<file path="config.mk">
export PLATFORM = sky130hd
export DESIGN_NAME = router_pkt_src
export DESIGN_NICKNAME = d
export VERILOG_FILES = /design/src/rtl/router_pkt_src.sv
export SDC_FILE = /design/constraint.sdc
export NUM_CORES = 1
export LEC_CHECK = 0
export CAP_MARGIN = 20
export CORE_MARGIN = 3
export CORE_UTILIZATION = 60
export DETAILED_ROUTE_END_ITERATION = 10
export PLACE_DENSITY = 0.77
export SETUP_SLACK_MARGIN = 0.05
export SLEW_MARGIN = 20
export SYNTH_ARGS = -nofsm -noshare
export SYNTH_HDL_FRONTEND = slang
export SYNTH_SLANG_ARGS = --single-unit
</file>
<file path="constraint.sdc">
create_clock -name clock -period 4.43 [get_ports clock]
set_clock_uncertainty 0.05 [all_clocks]
set_input_delay 1.329 -clock clock [delete_from_list [all_inputs] [get_ports clock]]
set_output_delay 1.329 -clock clock [all_outputs]
set_load 0.05 [all_outputs]
</file>
<file path="src/rtl/router_pkt_src.sv">
// Store-and-forward packet source for the router input port: buffers a whole
// payload, then sends header, payload and parity under busy back-pressure.
module router_pkt_src #(
   parameter int MAX_LEN  = 63,
   parameter int IDLE_GAP = 3,
   parameter int CNT_W    = 8
) (
   input  logic             clock,
   input  logic             reset,
   input  logic             req_valid,
   output logic             req_ready,
   input  logic [1:0]       req_addr,
   input  logic [5:0]       req_len,
   input  logic             pay_valid,
   output logic             pay_ready,
   input  logic [7:0]       pay_data,
   input  logic             busy,
   input  logic             error,
   output logic             pkt_valid,
   output logic [7:0]       data_out,
   output logic             tx_done,
   output logic             tx_err,
   output logic             bad_req,
   output logic [CNT_W-1:0] pkt_count,
   output logic [CNT_W-1:0] err_count
);

   localparam int GAP_W = (IDLE_GAP > 1) ? $clog2(IDLE_GAP) : 1;
   localparam logic [GAP_W-1:0] GAP_LAST = GAP_W'(IDLE_GAP - 1);

   typedef enum logic [2:0] {
      ST_IDLE    = 3'd0,
      ST_LOAD    = 3'd1,
      ST_HEADER  = 3'd2,
      ST_PAYLOAD = 3'd3,
      ST_PARITY  = 3'd4,
      ST_GAP     = 3'd5
   } state_t;

   function automatic logic [7:0] par_fold(input logic [7:0] acc, input logic [7:0] b);
      return acc ^ b;
   endfunction

   state_t           state_r;
   logic [1:0]       addr_r;
   logic [5:0]       len_r;
   logic [5:0]       wptr_r;
   logic [5:0]       rptr_r;
   logic [7:0]       parity_r;
   logic [GAP_W-1:0] gap_cnt_r;
   logic             err_seen_r;
   logic             pkt_valid_r;
   logic [7:0]       data_out_r;
   logic             tx_done_r;
   logic             tx_err_r;
   logic             bad_req_r;
   logic [CNT_W-1:0] pkt_count_r;
   logic [CNT_W-1:0] err_count_r;
   logic [7:0]       mem_r [0:MAX_LEN-1];

   logic             pay_accept_s;
   logic [7:0]       hdr_s;
   logic             err_flag_s;

   assign req_ready    = (state_r == ST_IDLE);
   assign pay_ready    = (state_r == ST_LOAD);
   assign pay_accept_s = (state_r == ST_LOAD) && pay_valid;
   assign hdr_s        = {len_r, addr_r};
   assign err_flag_s   = err_seen_r | error;

   assign pkt_valid = pkt_valid_r;
   assign data_out  = data_out_r;
   assign tx_done   = tx_done_r;
   assign tx_err    = tx_err_r;
   assign bad_req   = bad_req_r;
   assign pkt_count = pkt_count_r;
   assign err_count = err_count_r;

   // Payload buffer write port; contents are meaningless until a LOAD completes.
   always_ff @(posedge clock) begin
      if (pay_accept_s) begin
         mem_r[wptr_r] <= pay_data;
      end
   end

   // Transmit FSM with registered router-side outputs and statistics.
   always_ff @(posedge clock or posedge reset) begin
      if (reset) begin
         state_r     <= ST_IDLE;
         addr_r      <= 2'd0;
         len_r       <= 6'd0;
         wptr_r      <= 6'd0;
         rptr_r      <= 6'd0;
         parity_r    <= 8'd0;
         gap_cnt_r   <= '0;
         err_seen_r  <= 1'b0;
         pkt_valid_r <= 1'b0;
         data_out_r  <= 8'd0;
         tx_done_r   <= 1'b0;
         tx_err_r    <= 1'b0;
         bad_req_r   <= 1'b0;
         pkt_count_r <= '0;
         err_count_r <= '0;
      end else begin
         tx_done_r <= 1'b0;
         bad_req_r <= 1'b0;
         case (state_r)
            ST_IDLE: begin
               if (req_valid) begin
                  if (req_addr == 2'd3 || req_len == 6'd0) begin
                     bad_req_r <= 1'b1;
                  end else begin
                     addr_r   <= req_addr;
                     len_r    <= req_len;
                     parity_r <= 8'd0;
                     wptr_r   <= 6'd0;
                     state_r  <= ST_LOAD;
                  end
               end
            end
            ST_LOAD: begin
               if (pay_valid) begin
                  wptr_r <= wptr_r + 6'd1;
                  if (wptr_r == len_r - 6'd1) begin
                     // Header is folded in here so parity is final before PAYLOAD.
                     parity_r    <= par_fold(par_fold(parity_r, pay_data), hdr_s);
                     data_out_r  <= hdr_s;
                     pkt_valid_r <= 1'b1;
                     rptr_r      <= 6'd0;
                     state_r     <= ST_HEADER;
                  end else begin
                     parity_r <= par_fold(parity_r, pay_data);
                  end
               end
            end
            ST_HEADER: begin
               if (!busy) begin
                  data_out_r <= mem_r[6'd0];
                  state_r    <= ST_PAYLOAD;
               end
            end
            ST_PAYLOAD: begin
               if (!busy) begin
                  if (rptr_r == len_r - 6'd1) begin
                     data_out_r  <= parity_r;
                     pkt_valid_r <= 1'b0;
                     state_r     <= ST_PARITY;
                  end else begin
                     rptr_r     <= rptr_r + 6'd1;
                     data_out_r <= mem_r[rptr_r + 6'd1];
                  end
               end
            end
            ST_PARITY: begin
               if (!busy) begin
                  data_out_r <= 8'd0;
                  gap_cnt_r  <= '0;
                  err_seen_r <= 1'b0;
                  state_r    <= ST_GAP;
               end
            end
            ST_GAP: begin
               if (gap_cnt_r == GAP_LAST && !busy) begin
                  tx_done_r   <= 1'b1;
                  tx_err_r    <= err_flag_s;
                  pkt_count_r <= pkt_count_r + {{(CNT_W-1){1'b0}}, 1'b1};
                  err_count_r <= err_count_r + {{(CNT_W-1){1'b0}}, err_flag_s};
                  state_r     <= ST_IDLE;
               end else begin
                  err_seen_r <= err_flag_s;
                  if (gap_cnt_r != GAP_LAST) begin
                     gap_cnt_r <= gap_cnt_r + {{(GAP_W-1){1'b0}}, 1'b1};
                  end
               end
            end
            default: begin
               state_r     <= ST_IDLE;
               pkt_valid_r <= 1'b0;
               data_out_r  <= 8'd0;
            end
         endcase
      end
   end

endmodule

</file>
==> impl_metrics.tcl, run 1 <==
set metrics [dict create \
    run_status "completed" \
    dr_wl_met3_um 4900 \
    yosys.cell_count.top_type "edfxtp_1" \
    clockRootBuffer "clkbuf_16" \
    ys_seq_elements 566 \
    rsz0062_at_grt "no" \
    routed-wl-met2_um 26600 \
    cts_sinks 566 \
    placed_cell_area_mm2 0.0247 \
    antenna_found_initial 1 \
    p_int_mw 10.7 \
    ys.flop_type "edfxtp_1" \
    seq_power_share 0.408 \
    fp.coreArea_mm2 0.0379 \
    synth_top_area_share 0.651 \
    area_growth_pct 13.4 \
    initial_core_util 0.613 \
    max_slew.worst_pin.slew_ps 916 \
    first_iter_violations 1584 \
    ys_types 68 \
    syn_nets 1316 \
    yosysWarnings 0 \
    die-area_mm2 0.0412 \
    required_ps 3050 \
    path_max_fanout 11 \
    r2r_slack_ps 830 \
    synth.area.top_cells "edfxtp_1, mux4_2, dfrtp_1" \
    synth_area_mm2 0.0233 \
    cap_violations 0 \
    startpoint_type "register" \
    drtAntennaViolNets 0 \
    drive_gt1_frac 0.237 \
    wl_per_cell_um 27.9 \
    vias 12773 \
    die_width_um 203 \
    timing.setup.tns_ps 0 \
    netlist_instances 1287 \
    crit_type "register to output pin" \
    hold_viol 0 \
    wl_met1_um 21600 \
    comb_power_share 0.307 \
    slew-limit-headroom 0.387 \
    grt_pass1_vias 12793 \
    die_h_um 203 \
    fin_nets 1430 \
    drt_first_pass_iters 8 \
    yosysTopAreaCell "edfxtp_1" \
    routed.top_layer "met5" \
    endpoint_kind "output pin" \
    io_buffers 51 \
    numCtsBuffers 56 \
    power_frac_clock 0.285 \
    postCtsSetupRepairBufs 0 \
    cts-resized-gates 0 \
    synth_edf_count 504 \
    synth_commonest_cells "edfxtp_1, mux4_2, nand2_1" \
    path_clk_slew_ps 60 \
    grt.overflow.total 0 \
    power_density_mw_per_mm2 597 \
    cts_tree "done" \
    async_reset_ff_frac 0.110 \
    row_count 71 \
    drv_slew 0 \
    max_freq_mhz 247 \
    avgSynthCellArea_um2 18.1 \
    drc 0 \
    grt_pass1_wl_um 82900 \
    leakage_nw 8.80 \
    fin_crit_sh 0.913 \
    track_usage 0.271 \
    gp_congestion 0.907 \
    final_area_mm2 0.0264 \
    setup_violations 0 \
    cts_max_path_buffers 3 \
    routed_wl_um 54600 \
    worstPathArrival_ps 2670 \
    ioPinCount 52 \
    peakVddDrop_v 0.000551 \
    hold_class "register to register" \
    hpwlAfterDp_um 34500 \
    p_sw_frac 0.319 \
    yosysSeqAreaShare 0.717 \
    grt_max_degree 101 \
    min_period_ps 4040 \
    ctsHtreeMaxLevel 2 \
    viasPerCell 6.53 \
    switching_power_mw 5.02 \
    worstSkewPairLatency_ps 610 \
    hold_buffers 0 \
    diodes 0 \
]
[state kept, by name (all words and copies together) (netlist names)]
register	flops
addr_r	2
bad_req	1
data_out	8
err_count	8
err_seen_r	1
gap_cnt_r	2
len_r	6
mem_r	504
parity_r	8
pkt_count	8
pkt_valid	1
rptr_r	6
state_r	3
tx_done	1
tx_err	1
wptr_r	6
[metrics by stage]
stage	setup slack [ps]	hold slack, ps	utilization	power [mW]	instances
floorplan	704	401	-	9.86	1287
global placement	607	412	0.650	11.2	1854
detailed placement	600	427	0.650	11.3	1854
CTS	367	436	0.695	15.8	1957
global route	213	451	0.695	16.3	1957
finish	386	431	0.695	15.7	1957
[placed cells by master (no fill, tap or decap), drive strengths merged, types with 26 or more instances in the layout]
master	instances
clkbuf	67
mux4	135
buf	87
nand3	53
nor2	89
xnor2	26
nand2	102
clkinv	28
dfrtp	62
clkdlybuf4s50	43
edfxtp	504
[cells by family after synthesis]
| family | share of synthesized area |
|---|---|
| muxes | 0.145 |
| buffers and inverters | 0.0203 |
| xor gates and xnor gates | 0.0199 |
| DFF | 0.717 |
| and+or+nand+nor | 0.0673 |
| AOI/OAI and AO/OA | 0.0259 |
| adders and majority gates | 0.00377 |
[metal layers]
layer | global-route usage | vias to the layer above
met5 | 0 | -
met2 | 0.427 | 702
met3 | 0.0569 | 94
met4 | 0.0772 | 2
met1 | 0.395 | 6635
li1 | - | 5340
[layout make-up]
class / count / area (µm²)
multi-input cells: 635 / 6170
fillers: 2405 / 11600
well taps: 511 / 639
inverters: 12 / 45.0
repair buffers: 130 / 1110
clock inverters: 36 / 243
clock buffers: 67 / 1470
flip-flops and latches: 566 / 16700
[power by group through the flow]
| stage | sequential [mW] | clock, mW | combinational (mW) |
|---|---|---|---|
| after floorplan | 6.52 | 0 | 3.34 |
| after global placement | 6.51 | 0 | 4.69 |
| after detailed placement | 6.52 | 0 | 4.77 |
| after CTS | 6.41 | 4.53 | 4.82 |
| after global routing | 6.45 | 4.77 | 5.12 |
| final | 6.43 | 4.48 | 4.83 |
[worst max-delay path, cell delays in order (launching register included)]
cell and delay, ps:
dfrtp_1 520, clkinv_1 320, nor3_1 350, clkdlybuf4s50_1 870
[path summary, 6_finish.rpt]
check,start,end,depth (start not counted)
max in group asynchronous,reset,rptr_r[0]$_DFFE_PP0P_,3
worst min register to register,pkt_count[7]$_DFFE_PP0P_,pkt_count[7]$_DFFE_PP0P_,1
worst max register to register,rptr_r[0]$_DFFE_PP0P_,data_out[1]$_DFFE_PP0P_,7
min in group asynchronous,reset,pkt_count[7]$_DFFE_PP0P_,3
worst max-delay path,state_r[0]$_DFFE_PP0P_,pay_ready,3
worst min-delay path,pkt_count[7]$_DFFE_PP0P_,pkt_count[7]$_DFFE_PP0P_,1
No activity file was read; power rests on OpenSTA's default activity.
==> run 2, diff against run 1 <==
--- a/config.mk
+++ b/config.mk
@@ -11,6 +11,7 @@
 export DETAILED_ROUTE_END_ITERATION = 10
 export PLACE_DENSITY = 0.77
 export SETUP_SLACK_MARGIN = 0.05
+export SKIP_LAST_GASP = 1
 export SLEW_MARGIN = 20
 export SYNTH_ARGS = -nofsm -noshare
 export SYNTH_HDL_FRONTEND = slang
==> results of run 2 <==
Same layout as run 1: the final DEF is identical, and so are final timing and power.
==> run 3, diff against run 2 <==
--- a/config.mk
+++ b/config.mk
@@ -5,6 +5,7 @@
 export SDC_FILE = /design/constraint.sdc
 export NUM_CORES = 1
 export LEC_CHECK = 0
+export ABC_AREA = 0
 export CAP_MARGIN = 20
 export CORE_MARGIN = 3
 export CORE_UTILIZATION = 60
==> results of run 3 <==
Same layout as run 1: the final DEF is identical, and so are final timing and power.
